<file path="src/rtl/mem_arbiter_rr.sv">
// N-port cacheline memory arbiter: round-robin grant, serialised read/write, registered response + turnaround.
// Define ARB_FIXED_PRIORITY_EN to replace round-robin with strict lowest-index priority.
module mem_arbiter_rr #(
  parameter int unsigned NUM_PORTS  = 2,
  parameter int unsigned LINE_WIDTH = 256,
  parameter int unsigned ADDR_WIDTH = 32
) (
  input  logic                             clk,
  input  logic                             reset_n,
  input  logic [NUM_PORTS-1:0]             req_read,
  input  logic [NUM_PORTS-1:0]             req_write,
  input  logic [NUM_PORTS*ADDR_WIDTH-1:0]  req_addr,
  input  logic [NUM_PORTS*LINE_WIDTH-1:0]  req_wdata,
  output logic [NUM_PORTS-1:0]             req_resp,
  output logic [LINE_WIDTH-1:0]            req_rdata,
  output logic                             mem_read,
  output logic                             mem_write,
  output logic [ADDR_WIDTH-1:0]            mem_address,
  output logic [LINE_WIDTH-1:0]            mem_wdata,
  input  logic [LINE_WIDTH-1:0]            mem_rdata,
  input  logic                             mem_resp
);

  localparam int unsigned PTR_W = (NUM_PORTS > 1) ? $clog2(NUM_PORTS) : 1;

  typedef enum logic [1:0] {
    IDLE = 2'd0,
    BUSY = 2'd1,
    DONE = 2'd2
  } state_e;

  state_e                  state_q, state_d;
  logic [PTR_W-1:0]        gnt_q, gnt_d;
  logic                    mem_read_q, mem_read_d;
  logic                    mem_write_q, mem_write_d;
  logic [ADDR_WIDTH-1:0]   mem_address_q, mem_address_d;
  logic [LINE_WIDTH-1:0]   mem_wdata_q, mem_wdata_d;
  logic [NUM_PORTS-1:0]    req_resp_q, req_resp_d;
  logic [LINE_WIDTH-1:0]   req_rdata_q, req_rdata_d;

  logic [NUM_PORTS-1:0]    active_c;
  logic                    any_active_c;
  logic [PTR_W-1:0]        base_c;
  logic [PTR_W-1:0]        sel_c;
  logic [ADDR_WIDTH-1:0]   addr_arr [NUM_PORTS];
  logic [LINE_WIDTH-1:0]   wdata_arr [NUM_PORTS];

  for (genvar i = 0; i < NUM_PORTS; i++) begin : g_unpack
    assign addr_arr[i]  = req_addr[i*ADDR_WIDTH +: ADDR_WIDTH];
    assign wdata_arr[i] = req_wdata[i*LINE_WIDTH +: LINE_WIDTH];
  end

  assign active_c     = req_read | req_write;
  assign any_active_c = |active_c;

  // First active port at or above base, wrapping modulo NUM_PORTS.
  function automatic logic [PTR_W-1:0] rr_pick(input logic [NUM_PORTS-1:0] act,
                                               input logic [PTR_W-1:0]     base);
    logic [PTR_W-1:0] pick;
    logic             found;
    int unsigned      idx;
    pick  = '0;
    found = 1'b0;
    for (int unsigned k = 0; k < NUM_PORTS; k++) begin
      idx = 32'(base) + k;
      if (idx >= NUM_PORTS) idx = idx - NUM_PORTS;
      if (!found && act[PTR_W'(idx)]) begin
        found = 1'b1;
        pick  = PTR_W'(idx);
      end
    end
    return pick;
  endfunction

  assign sel_c = rr_pick(active_c, base_c);

`ifdef ARB_FIXED_PRIORITY_EN
  assign base_c = '0;
`else
  logic [PTR_W-1:0] ptr_q, ptr_d;

  assign base_c = ptr_q;

  // Pointer advances past the winner only when a grant is made.
  always_comb begin
    ptr_d = ptr_q;
    if (state_q == IDLE && any_active_c) begin
      if (32'(sel_c) == NUM_PORTS - 1) ptr_d = '0;
      else                             ptr_d = sel_c + PTR_W'(1);
    end
  end

  always_ff @(posedge clk or negedge reset_n) begin
    if (!reset_n) ptr_q <= '0;
    else          ptr_q <= ptr_d;
  end
`endif

  always_comb begin
    state_d       = state_q;
    gnt_d         = gnt_q;
    mem_read_d    = mem_read_q;
    mem_write_d   = mem_write_q;
    mem_address_d = mem_address_q;
    mem_wdata_d   = mem_wdata_q;
    req_resp_d    = '0;
    req_rdata_d   = req_rdata_q;
    case (state_q)
      IDLE: begin
        if (any_active_c) begin
          gnt_d         = sel_c;
          mem_write_d   = req_write[sel_c];
          mem_read_d    = !req_write[sel_c];
          mem_address_d = addr_arr[sel_c];
          mem_wdata_d   = wdata_arr[sel_c];
          state_d       = BUSY;
        end
      end
      BUSY: begin
        if (mem_resp) begin
          mem_read_d  = 1'b0;
          mem_write_d = 1'b0;
          if (mem_read_q) req_rdata_d = mem_rdata;
          req_resp_d[gnt_q] = 1'b1;
          state_d     = DONE;
        end
      end
      // Turnaround: no arbitration here so a port dropping its request is not re-granted.
      DONE:    state_d = IDLE;
      default: state_d = IDLE;
    endcase
  end

  always_ff @(posedge clk or negedge reset_n) begin
    if (!reset_n) begin
      state_q       <= IDLE;
      gnt_q         <= '0;
      mem_read_q    <= 1'b0;
      mem_write_q   <= 1'b0;
      mem_address_q <= '0;
      mem_wdata_q   <= '0;
      req_resp_q    <= '0;
      req_rdata_q   <= '0;
    end else begin
      state_q       <= state_d;
      gnt_q         <= gnt_d;
      mem_read_q    <= mem_read_d;
      mem_write_q   <= mem_write_d;
      mem_address_q <= mem_address_d;
      mem_wdata_q   <= mem_wdata_d;
      req_resp_q    <= req_resp_d;
      req_rdata_q   <= req_rdata_d;
    end
  end

  assign req_resp    = req_resp_q;
  assign req_rdata   = req_rdata_q;
  assign mem_read    = mem_read_q;
  assign mem_write   = mem_write_q;
  assign mem_address = mem_address_q;
  assign mem_wdata   = mem_wdata_q;

endmodule
</file>
<file path="config.mk">
export PLATFORM = sky130hd
export DESIGN_NAME = mem_arbiter_rr
export DESIGN_NICKNAME = d
export VERILOG_FILES = /design/src/rtl/mem_arbiter_rr.sv
export SDC_FILE = /design/constraint.sdc
export NUM_CORES = 1
export LEC_CHECK = 0
export ABC_AREA = 1
export BUFFER_PORTS_ARGS = -buffer_cell sky130_fd_sc_hd__buf_2
export CAP_MARGIN = 15
export CORE_AREA = 2 2 543 545
export DETAILED_ROUTE_END_ITERATION = 16
export DIE_AREA = 0 0 545 547
export GPL_ROUTABILITY_DRIVEN = 0
export GPL_TIMING_DRIVEN = 0
export PLACE_DENSITY = 0.3
export SYNTH_ARGS = -nofsm -noshare
export SYNTH_HDL_FRONTEND = slang
export SYNTH_SLANG_ARGS = --single-unit
</file>
<file path="constraint.sdc">
create_clock -name clk -period 2.9 [get_ports clk]
set_input_delay 0.145 -clock clk [delete_from_list [all_inputs] [get_ports clk]]
set_output_delay 0.145 -clock clk [all_outputs]
set_load 0.01 [all_outputs]
</file>
## Word level (Yosys, flattened, before mapping)

Index checks and enable logic that the tools add are counted.

- Logic and storage cells: 68
- Memory bits (writable): 0
- Output and inout bits: 548
- Memory bits (read-only): 0
- Bits of input ports: 839
- Bits in latches: 0
- Flip-flop bits (word level): 552
- Memories: 0

- Equal/unequal tests: 3
- $add $sub $neg: 4
- Shift operators: 0
- Muxes and demuxes: 30
- Div/mod/pow operators: 0
- Magnitude comparators: 8
- Bitwise operators: 2
- $mul: 0
- Reduce and logical (&&, ||, !) cells: 12

Operators with widths:

| cell | count |
|---|---|
| $mux W256 | 3 |
| $mux W32 | 3 |
| $mux W1 | 16 |
| $lt A1 B2 Y1 const B | 4 |
| $mux W2 | 4 |
| $reduce_and A3 Y1 | 2 |
| $ge A2 B2 Y1 const B | 2 |
| $ne A2 B2 Y1 const B | 2 |
| $pmux W1 S2 | 2 |
| $pmux W2 S2 | 1 |
| $reduce_and A2 Y1 | 2 |
| $logic_and A1 B1 Y1 | 3 |
| $add A1 B1 Y2 const B | 1 |
| $eq A2 B1 Y1 const B | 1 |
| $ge A1 B2 Y1 const B | 1 |
| $logic_not A1 Y1 | 2 |
| $logic_not A2 Y1 | 1 |
| $not A1 Y2 | 1 |
| $or A2 B2 Y2 | 1 |
| $reduce_bool A2 Y1 | 1 |
| $reduce_or A2 Y1 | 1 |
| $sub A1 B1 Y1 const B | 2 |
| $add A1 B1 Y1 const B | 1 |
| $demux W1 S1 | 1 |
| $ge A1 B1 Y1 const B | 1 |

## Logic depth before layout (Yosys ltp)

- Word-level depth: 13
- Mapped depth: 9
- Depth with buffers taken out: 7

## Least setup slack after synthesis

Ideal clock, no wire load.

- Path kind: flip-flop to flip-flop
- Start point: reg state_q[0]
- End point: reg mem_wdata_q[228] (netlist: mem_wdata[228])
- Setup slack: 1.560 ns
- Stages on the path, launching flop included: 8
- Period minus slack after synthesis: 1.340 ns
- Arrival time: 1.271 ns
- Required time: 2.831 ns
- Path buffers: 2
- Library setup time: 0.069 ns
- Path through: dfrtp_1 -> nor2_4 -> nand2_2 -> inv_4 -> buf_2 -> buf_4 -> nand3_1 -> nand3_1

- Cells in the longest elaborated chain, start to end: 2

RTL lines:

| what | RTL line | text |
|---|---|---|
| from (decl) | 32 | `state_e state_q, state_d;` |
| from (signal assigned) | 145 | `state_q <= state_d;` |
| $logic_not A2 Y1 | 108 | `case (state_q)` |
| $reduce_and A2 Y1 (no line) | - |  |
| to (signal assigned) | 150 | `mem_wdata_q <= mem_wdata_d;` |
| to (decl) | 37 | `logic [LINE_WIDTH-1:0] mem_wdata_q, mem_wdata_d;` |

No other way between the ends.
A chain may end at the register's enable or synchronous reset.

## Final worst setup path

- Start point: reg state_q[1]
- End point: reg mem_wdata_q[157] (netlist: mem_wdata[157])

The elaborated chain is that of the path after synthesis.

==> out/metrics.csv <==
metric,value,unit
RSZ-0062 raised after global routing,no,
Final nets,5906,
vias in the first global route,32400,
GRT overflow,0,
MaxCap Viol Count,0,
reg2reg path depth,7,
total power,46.8,mW
layout cell share with drive strength beyond 1,32.9,%
final core utilization,16.1,%
Tot GR Track Use,13.0,%
routed wire length,202000,um
uppermost layer routed,met5,
CTS tree,done,
syn nets,3587,
Post-DRT Antenna Nets,0,
WL per Instance,22.3,um
CTS Buffer Depth,4,
initial antenna violation count,77,
min Tclk post-route,2.79,ns
Pleak,22.9,nW
cells after synthesis,2748,
global-route wire length before repair,270000,um
Tightest Pin Transition,1.06,ns
CTS Sinks,552,
#FFs+latches synth,552,
Final Hold Fails,0,
Ports,1387,
CP required,3.61,ns
Num CTS Buffers,84,
DIE WIDTH,545,um
Chip Height,547,um
R2R Path End,mem_wdata[157],
Mapped Area,23700,um2
"Max FO, Critical Path",10,
H-tree depth,3,
row count,199,
M1 wire length,81000,um
detailed-route via count,30800,
routed wl met3,17300,um
drt first pass iters,8,
Worst-Skew Late Latency,0.77,ns
clock skew,0.0349,ns
initial core utilization,8.11,%
met2 routed WL,97800,um
worst path arrival time,3.49,ns
"Reg clk slew, reported paths",0.06,ns
FF-to-FF Start,state_q[1],
Most common cell on crit path,nand3_1,
Root Buffer,clkbuf_16,
pins over their slew limit,0,
Max-slew headroom,29.6,%
Hold Path Origin,req_wdata[23],
worst hold path endpoint,mem_wdata[23],
Hold Crit Class,input pin to register,
residual DRC count,0,
slack of the worst reg-to-reg path,0.11,ns
setup TNS,0,ns
Die Area,298000,um2
drt first-iter violations,2129,
I/O Buffers,1386,
Slowest cell on crit path,dlygate4sd3_1,
Setup crit end kind,register,
Hold Crit Depth,4,
Synth warnings,0,
Yosys cell types,17,
sequential share of the synthesized area,58.2,%
fin crit share,96.1,%
final setup violation count,0,
Power Density,996,nW/um2
worst path cell trace,nor2_4 -> buf_4 -> buf_2 -> buf_1 -> nand3_1 -> nand3_1 -> dlygate4sd3_1,
Fillers,33600,
largest net degree at the start of global routing,101,
Core Box Area,293000,um2
Worst path max stage delay,0.55,ns
Layout area overhead,97.8,%
"Avg Cell Area, Syn",8.64,um2
Via density,3.39,
register area,13800,um2
Worst setup SP type,register,
Fmax,0.359,GHz
CP Class,register to register,
Post-DP HPWL,169000,um
Multi-input gate area,8750,um2
status,finished clean,
peak supply drop,0.414,mV
==> what timing repair did <==
action                                  CTS  global route
gates resized for setup                   2            14
endpoints found under the hold margin   672             0
endpoints found under the setup margin  282            16
hold buffers                            838             0
setup buffers                             1             0
pin swaps                                 1             0
==> worst max path at each step <==
stage / to / from / slack [ns]
final: mem_wdata[157] / state_q[1] / 0.11
after global routing: mem_wdata[164] / state_q[1] / 0.005
after CTS: mem_wdata[10] / state_q[1] / 0.02
after detailed placement: mem_wdata[0] / state_q[0] / -0.90
after global placement: mem_wdata[116] / reset_n / -12.51
after floorplan: mem_wdata[228] / state_q[0] / 1.56
==> worst max-delay path: cells and delay by family (launching register included) <==
kind / cells / cell delay, ns
buf+inv: 4 / 1.69
flops: 1 / 0.42
simple gates: 3 / 0.60
==> flip-flops by register name, indices dropped and copies added (netlist names) <==
signal and cells:
mem_wdata 256, state_q 2, mem_write 1, base_c 1
gnt_q 1, req_resp 2, mem_read 1, req_rdata 256
mem_address 32
==> through the flow <==
stage	hold slack, ns	area, um2	std cells	setup slack, ns
CTS	0.0452	46900	9048	0.0184
global placement	0.346	35600	8053	-12.51
floorplan	-0.151	23700	2748	1.56
finish	0.147	47000	9080	0.113
global route	0.0964	46900	9062	0.00550
detailed placement	0.255	35800	8061	-0.897
==> cell usage after synthesis <==
master,n,area [um2]
a21oi_1,1,5.00
buf_1,15,56.3
buf_2,129,646
buf_4,22,165
clkbuf_1,76,285
dfrtp_1,552,13800
inv_1,3,11.3
inv_2,3,11.3
inv_4,1,6.26
nand2_1,810,3040
nand2_2,1,6.26
nand3_1,1121,5610
nor2_1,7,26.3
nor2_4,3,33.8
o21ai_0,2,10.0
o21ai_1,1,5.00
o31ai_1,1,7.51
==> routing by layer <==
metal  vias up  track usage (%)
met5         -                0
met3       256             3.94
met4        36             4.08
met1     15000             15.2
met2      1478             22.6
li1      14000                -
==> where the power goes <==
part | switching (mW) | leakage [nW] | internal (mW)
combinational | 14.7 | 14.7 | 8.09
sequential | 2.26 | 6.87 | 11.4
clock | 4.25 | 1.32 | 6.10
==> cells in the final DEF, fill, tap and decap left out, types with 4 or more instances in the layout <==
cell type,instances
buf_2,1513
nand3_1,1121
dlygate4sd3_1,837
nand2_1,810
dfrtp_1,552
clkbuf_1,92
clkbuf_16,84
diode_2,32
buf_4,23
clkbuf_8,19
buf_1,15
clkinv_2,9
clkbuf_2,8
nor2_1,7
inv_6,6
buf_16,6
buf_8,4
==> cell type report <==
class | instances | share of cell area [%]
inverters | 7 | 0.0613
multi-input cells | 1947 | 18.6
flip-flops and latches | 552 | 29.4
plain buffers | 242 | 2.48
diodes | 32 | 0.171
repair buffers | 2233 | 33.1
well taps | 3919 | 10.4
clock buffers | 127 | 5.23
clock inverters | 21 | 0.469
==> cell families (layout without fill, tap and decap cells) <==
group,Yosys count,in the layout,share of synthesized area (%)
AO/OA/AOI/OAI,5,5,0.116
AND/OR/NAND/NOR,1942,1942,36.7
buffers and inverters,249,2630,4.98
other,0,32,0
flip-flops,552,552,58.2
Note: power is estimated with default switching activity, not from simulation.
